[src/rtl/delay_pipe_arbiter.sv]
// delay_pipe_arbiter: round-robin arbiter that shares one fixed-latency delay
// pipeline between N_REQ requesters. A tag shift register that runs in step
// with the pipeline routes each returning word to the requester that issued it.
// A small flush FSM stops issue and reports when the pipeline has drained.
module delay_pipe_arbiter #(
    parameter int BUS_WIDTH = 32,
    parameter int N_REQ     = 4,
    parameter int IDX_W     = 2,
    parameter int DELAY_LEN = 4
) (
    input  logic                       clk,
    input  logic                       rst,
    input  logic [N_REQ*BUS_WIDTH-1:0] i_req_data,
    input  logic [N_REQ-1:0]           i_req_valid,
    output logic [N_REQ-1:0]           o_req_ready,
    input  logic [N_REQ-1:0]           i_req_enable,
    output logic [BUS_WIDTH-1:0]       o_pipe_in_data,
    output logic                       o_pipe_in_valid,
    input  logic [BUS_WIDTH-1:0]       i_pipe_out_data,
    input  logic                       i_pipe_out_valid,
    output logic [BUS_WIDTH-1:0]       o_rsp_data,
    output logic [N_REQ-1:0]           o_rsp_valid,
    input  logic                       i_flush_req,
    output logic                       o_flush_done,
    output logic                       o_busy,
    output logic                       o_err_orphan
);

    localparam int CNT_W = $clog2(DELAY_LEN + 2);

    typedef enum logic [1:0] {ST_RUN, ST_DRAIN, ST_DONE} state_t;

    typedef struct packed {
        logic             valid;
        logic [IDX_W-1:0] idx;
    } tag_t;

    state_t                r_state, w_state_next;
    logic [IDX_W-1:0]      r_ptr;
    logic [IDX_W-1:0]      r_pipe_in_idx;
    logic [CNT_W-1:0]      r_cnt, w_cnt_next;
    logic                  r_err;
    tag_t                  r_tags [DELAY_LEN];
    tag_t                  w_tag_last;
    logic [N_REQ-1:0]      w_eligible;
    logic [N_REQ-1:0]      w_grant;
    logic [IDX_W-1:0]      w_grant_idx;
    logic                  w_grant_any;
    logic [BUS_WIDTH-1:0]  w_grant_data;
    logic                  w_orphan;

    // (base + k) mod N_REQ for 0 <= k < N_REQ; safe for non power-of-two N_REQ
    function automatic logic [IDX_W-1:0] wrap_idx(input logic [IDX_W-1:0] base, input int k);
        int s;
        s = int'(base) + k;
        if (s >= N_REQ) s = s - N_REQ;
        return IDX_W'(s);
    endfunction

    // Round-robin pick: first eligible requester at or after the pointer
    always_comb begin
        // NOTE: every variable written here gets a default first, so no path can infer a latch.
        w_eligible  = i_req_valid & i_req_enable;
        w_grant     = '0;
        w_grant_idx = '0;
        w_grant_any = 1'b0;
        // Reset is checked here too so req_ready reads 0 while rst is held.
        if (!rst && r_state == ST_RUN && !i_flush_req) begin
            for (int k = 0; k < N_REQ; k++) begin
                if (!w_grant_any && w_eligible[wrap_idx(r_ptr, k)]) begin
                    w_grant_any = 1'b1;
                    w_grant_idx = wrap_idx(r_ptr, k);
                end
            end
            if (w_grant_any) w_grant[w_grant_idx] = 1'b1;
        end
    end

    assign o_req_ready = w_grant;

    // Select the granted requester's word for the pipeline input register
    always_comb begin
        w_grant_data = '0;
        for (int k = 0; k < N_REQ; k++) begin
            if (w_grant[k]) w_grant_data = i_req_data[k*BUS_WIDTH +: BUS_WIDTH];
        end
    end

    // Pipeline input register and round-robin pointer; data holds when idle
    always_ff @(posedge clk or posedge rst) begin
        // NOTE: sequential state uses non-blocking assignments so every register samples pre-edge values.
        if (rst) begin
            r_ptr           <= '0;
            o_pipe_in_valid <= 1'b0;
            o_pipe_in_data  <= '0;
            r_pipe_in_idx   <= '0;
        end else begin
            o_pipe_in_valid <= w_grant_any;
            if (w_grant_any) begin
                r_ptr          <= wrap_idx(w_grant_idx, 1);
                o_pipe_in_data <= w_grant_data;
                r_pipe_in_idx  <= w_grant_idx;
            end
        end
    end

    // Tag shift register, advancing in lock-step with the shared pipeline
    always_ff @(posedge clk or posedge rst) begin
        // NOTE: the tag array is reset explicitly; a stale valid tag after reset would route a phantom response.
        if (rst) begin
            for (int k = 0; k < DELAY_LEN; k++) r_tags[k] <= '0;
        end else begin
            r_tags[0] <= '{valid: o_pipe_in_valid, idx: r_pipe_in_idx};
            for (int k = 1; k < DELAY_LEN; k++) r_tags[k] <= r_tags[k-1];
        end
    end

    assign w_tag_last = r_tags[DELAY_LEN-1];
    assign o_rsp_data = i_pipe_out_data;

    // Route a returning word to the requester named by the last tag stage
    always_comb begin
        o_rsp_valid = '0;
        if (i_pipe_out_valid && w_tag_last.valid) o_rsp_valid[w_tag_last.idx] = 1'b1;
    end

    // In-flight count: issue increments, return decrements, underflow flags an orphan
    always_comb begin
        w_cnt_next = r_cnt;
        w_orphan   = 1'b0;
        if (o_pipe_in_valid && !i_pipe_out_valid) begin
            w_cnt_next = r_cnt + 1'b1;
        end else if (!o_pipe_in_valid && i_pipe_out_valid) begin
            if (r_cnt == '0) w_orphan = 1'b1;
            else             w_cnt_next = r_cnt - 1'b1;
        end
    end

    // Counter, sticky orphan flag and FSM state register
    always_ff @(posedge clk or posedge rst) begin
        if (rst) begin
            r_cnt   <= '0;
            r_err   <= 1'b0;
            r_state <= ST_RUN;
        end else begin
            r_cnt   <= w_cnt_next;
            r_err   <= r_err | w_orphan;
            r_state <= w_state_next;
        end
    end

    // Flush FSM next state. DRAIN looks at the post-edge count so DONE lands in
    // the cycle right after the last response, when busy also falls.
    always_comb begin
        w_state_next = r_state;
        unique case (r_state)
            ST_RUN:   if (i_flush_req) w_state_next = ST_DRAIN;
            ST_DRAIN: if (w_cnt_next == '0 && !w_grant_any) w_state_next = ST_DONE;
            ST_DONE:  w_state_next = ST_RUN;
            default:  w_state_next = ST_RUN;
        endcase
    end

    assign o_flush_done = (r_state == ST_DONE);
    assign o_busy       = (r_cnt != '0);
    assign o_err_orphan = r_err;

endmodule

[config.mk]
export PLATFORM = sky130hd
export DESIGN_NAME = delay_pipe_arbiter
export DESIGN_NICKNAME = d
export VERILOG_FILES = /design/src/rtl/delay_pipe_arbiter.sv
export SDC_FILE = /design/constraint.sdc
export NUM_CORES = 1
export LEC_CHECK = 0
export BUFFER_PORTS_ARGS = -buffer_cell sky130_fd_sc_hd__buf_2
export CAP_MARGIN = 20
export CELL_PAD_IN_SITES_DETAIL_PLACEMENT = 1
export CELL_PAD_IN_SITES_GLOBAL_PLACEMENT = 1
export CORE_MARGIN = 2
export CORE_UTILIZATION = 29
export DETAILED_ROUTE_END_ITERATION = 8
export HOLD_SLACK_MARGIN = 0.15
export PLACE_DENSITY_LB_ADDON = 0.1
export SYNTH_ARGS = -nofsm -noshare
export SYNTH_HDL_FRONTEND = slang
export SYNTH_SLANG_ARGS = --single-unit
export TNS_END_PERCENT = 10
[constraint.sdc]
create_clock -name clk -period 2.6 [get_ports clk]
set_clock_uncertainty 0.1 [all_clocks]
set_input_delay 0.26 -clock clk [delete_from_list [all_inputs] [get_ports clk]]
set_output_delay 0.26 -clock clk [all_outputs]
set_load 0.02 [all_outputs]
# --- After elaboration in Yosys (flattened, before gate mapping) ---
# Index checks and enable logic that the tools add are counted.
word_totals:
  elab_cells: 121
  register_bits: 55
classes:
  n_reduce_logical: 24
  mux: 52
  order_cmp: 13
  add_sub_neg: 11
  eq_ne: 4
  bitwise: 2
op_table:
  columns: ["operator", "n"]
  rows:
  - ["2-to-1 mux 32 bit", 4]
  - ["2-to-1 mux 2 bit", 17]
  - ["< comparator 2 x 3 -> 1 bit (second input constant)", 6]
  - ["2-to-1 mux 1 bit", 18]
  - [">= comparator 3 bit (second input constant)", 4]
  - ["2-to-1 mux 4 bit", 3]
  - ["logical AND 1 bit", 11]
  - ["subtractor 2 x 1 -> 2 bit (second input constant)", 5]
  - ["2-to-1 mux 3 bit", 3]
  - ["binary-select mux 1 bit (select 2 bit)", 4]
  - ["zero test 1 bit", 8]
  - ["adder 2 x 1 -> 3 bit (second input constant)", 2]
  - ["adder 2 x 2 -> 3 bit (second input constant)", 2]
  - ["zero test 3 bit", 2]
  - ["bitwise AND 4 bit", 1]
  - ["demux 1 bit (select 2 bit)", 2]
  - [">= comparator 2 x 1 -> 1 bit (second input constant)", 2]
  - ["inequality test 2 bit (second input constant)", 2]
  - ["one-hot mux 2 bit (2 select lines)", 1]
  - ["adder 3 x 1 -> 3 bit (second input constant)", 1]
  - [">= comparator 2 x 3 -> 1 bit (second input constant)", 1]
  - ["nonzero test 3 bit", 1]
  - ["subtractor 3 x 1 -> 3 bit (second input constant)", 1]
  - ["== test 2 x 1 -> 1 bit (second input constant)", 1]
  - ["other kinds (4)", 4]

# --- Depth between registers and ports, before layout ---
depth:
  depth_word: 30
  mapped_depth: 9

# --- Worst setup path before layout ---
# No wires, ideal clock.
synth_path:
  path_type: "register -> output"
  start: "register r_state[0]"
  end: "output port o_req_ready[1]"
  t_arrival_ns: 1.828
  stages_incl_launch_ff: 7
  slack_ns: 0.412
  path_cell_list: "dfrtp_1 or4_1 a41oi_1 buf_4 buf_2 nand2_1 nor2_1"
synth_between:
  elab_chain_len: 4
synth_rtl:
  columns: ["item", "line_no", "source"]
  rows:
  - ["start, declared", "38", "state_t r_state, w_state_next;"]
  - ["start signal, assigned", "148", "r_state <= w_state_next;"]
  - ["zero test 2 bit", "68", "if (!rst && r_state == ST_RUN && !i_flush_req) begin"]
  - ["logical AND 1 bit (2 in series)", "68", null]
  - ["2-to-1 mux 4 bit", "68", null]
  - ["end, declared", "15", "output logic [N_REQ-1:0] o_req_ready,"]
# Every way passes these cells.

# --- Worst setup path in the final report ---
layout_path:
  start: "input port i_flush_req"
  end: "output port o_req_ready[3]"
layout_between:
  elab_chain_len: 3
layout_rtl:
  columns: ["item", "line_no", "source"]
  rows:
  - ["start, declared", "23", "input logic i_flush_req,"]
  - ["zero test 1 bit", "68", null]
  - ["logical AND 1 bit", "68", null]
  - ["2-to-1 mux 4 bit", "68", null]
# Every way passes these cells.

==> metrics.txt <==
status=finished clean; # placed instances=631; hold crit path type=in -> reg; clock transition at the registers of the reported paths=70 ps; Final min period=2480 ps; vias after detailed routing=roughly 3300; highest clock rate=0.403 GHz; row count=40; Synth async-reset ratio=100%; Wirelength per Cell=15.5 um; Boundary Pins=248; Clock Path Buffers=2; nets@finish=702; fin cells=675; syn_area_per_cell=~10 sq um; prevailing post-synth register cell=dfrtp_1; share of cells above drive strength 1=46.2%; initial antenna violation count=0; xor and xnor area share after synthesis=0.251%; PD cells=846 nW/um^2; TNS Setup=0 ps; Seq cells post-synth=55; Ant. Diodes=0; first-pass GRT wire length=16.8 mm; CTS tree=built; initial drt markers=55; antenna viol nets, final=0; Yosys Warn Count=0; post-synthesis mux area share=10.6%; Avg Vias per Cell=4.82; worst hold slack=221 ps; P_leak=between 2 and 2.5 nW; sequential share of the synthesized area=39.4%; Worst-Margin Slew=484 ps; Distinct cells, synth=44; max-slew violations=0; crit path DAT=2120 ps; GRT Total Usage=16.1%; post-synthesis simple-gate area fraction=8.17%; final wirelength=10.5 mm; Setup CP Type=in -> out; post-synth net total=522; number of buffers created by CTS=5; vias in the first global route=approximately 3500; total of max-cap violations=0; largest net degree at the start of global routing=43; post-synthesis adder-cell area fraction=approximately 1.1%; count of port buffers added during placement=183; drt pass-1 iters=4; slew margin rel.=67.5%; VDD IR-drop max=0.305 mV; crit end category=primary output; DIE AREA=12900 sq um; Die X=about 110 um; DP HPWL=8.15 mm; Synth-to-Final Area Change=37.7%; Initial Util=29.5%; critical path startpoint category=input port; Synth Area in Compound Gates=23.2%; Core ar.=11900 sq um; Post-Syn Instances=~350; GRT overflow=0; chip height=114 um; post_cts resized=0; Cell Area, Synth=3490 sq um; worst-path maximum fanout=6; largest family of logic cells by synthesized area=compound AO/OA/AOI/OAI gates; period utilisation layout=95.4%; Worst EP required=2240 ps; drc violations=0; gpl congestion=between 0.7 and 0.8; EDFF count, synth=0; Clock Latency Late Sink=just under 300 ps; Setup violations, final=0; clk sinks=55; Root Driver=clkbuf_16; # H-tree levels=2; Hold Violations, Final=0
## flip-flops by register name, indices dropped and copies added (netlist names)
register	count
o_pipe_in_data	32
r_tags	12
r_cnt	3
r_pipe_in_idx	2
r_ptr	2
r_state	2
o_err_orphan	1
o_pipe_in_valid	1
## metal layers
layer / vias to the layer above / share of wire [%] / routed length [um] / global-route usage [%]
met2: 104 / 52 / 5430 / 29.8
met3: 20 / 6.4 / 671 / 3.77
met4: 0 / 2.4 / 254 / 5.20
met1: 1566 / 39 / 4100 / 18.4
met5: - / 0 / 0 / 0
li1: 1561 / - / - / -
## layout by cell type, fill, tap and decap left out, drive strengths merged, types with 2 or more instances in the layout
cell type / synthesis / final
buf: 55 / 197
dfrtp: 55 / 55
inv: 45 / 45
nor2: 40 / 40
dlygate4sd3: 0 / 34
o22ai: 33 / 33
mux2: 33 / 33
a221oi: 32 / 32
nand2: 10 / 10
clkbuf: 3 / 6
o21ai: 4 / 4
a21oi: 4 / 4
nor3: 3 / 3
ha: 3 / 3
a31oi: 2 / 2
o21a: 2 / 2
and3: 2 / 2
## Yosys cell counts (6+ instances only)
master / instances / area, sq um
nor2_1: 40 / 150
dfrtp_1: 55 / 1380
inv_1: 45 / 169
buf_2: 13 / 65.1
a221oi_2: 26 / 390
mux2_2: 8 / 90.1
mux2_1: 25 / 282
buf_4: 37 / 278
a221oi_1: 6 / 52.6
nand2_1: 10 / 37.5
o22ai_1: 33 / 206
## worst max-delay path, stage by stage
cell           delay (ps)
dlygate4sd3_1         530
buf_2                 120
or4_1                 470
a41oi_4               270
and3_2                280
buf_2                 190
## area by class of cell
| cell class | instances | area, sq um |
|---|---|---|
| fill | 1409 | 7050 |
| multi-input combinational | 189 | 1540 |
| timing repair buffer | 231 | 1400 |
| sequential | 55 | 1380 |
| tap | 147 | 184 |
| inverter | 45 | 169 |
| clock buffer | 6 | 129 |
| clock inverter | 2 | 12.5 |
## metrics by stage
step           worst slack, ps  area, sq um  total power, mW  util [%]
2_1_floorplan              412         3490             2.85         -
3_3_place_gp               376         4310             3.34      36.4
3_5_place_dp               316         4310             3.41      36.4
4_1_cts                   33.8         4790             4.12      40.4
5_1_grt                 -0.223         4810             4.40      40.5
6_report                   119         4810             4.07      40.5
## path summary, 6_finish.rpt
check	slack [ps]	start	cells after the start	to
max	120	i_flush_req	6	o_req_ready[3]
min reg2reg	250	r_tags[5]	0	r_tags[2]
max reg2reg	320	r_ptr[1]	8	o_pipe_in_data[28]
min	220	i_pipe_out_valid	2	o_err_orphan
min in group asynchronous	330	rst	3	r_cnt[0]
max in group asynchronous	1430	rst	4	o_pipe_in_data[18]
## repair_timing
action,4_1_cts,5_1_grt
setup buffers,0,2
hold buffers,34,0
endpoints found under the setup margin,0,2
endpoints found under the hold margin,88,0
## cells by family (layout without fill, tap and decap cells)
kind of cell | after synthesis | in the layout
buf+inv | 103 | 284
mux | 33 | 33
flops | 55 | 55
simple gates | 65 | 65
xor+xnor | 1 | 1
compound gates | 87 | 87
fa+ha+maj | 3 | 3
## power breakdown
group	switching [mW]	internal, mW	leakage, nW	total [mW]
clock	0.295	0.356	0.0669	0.651
sequential	0.236	1.24	0.644	1.48
combinational	1.12	0.821	1.67	1.94
total	1.65	2.42	2.38	4.07
No activity file was read; power rests on OpenSTA's default activity.
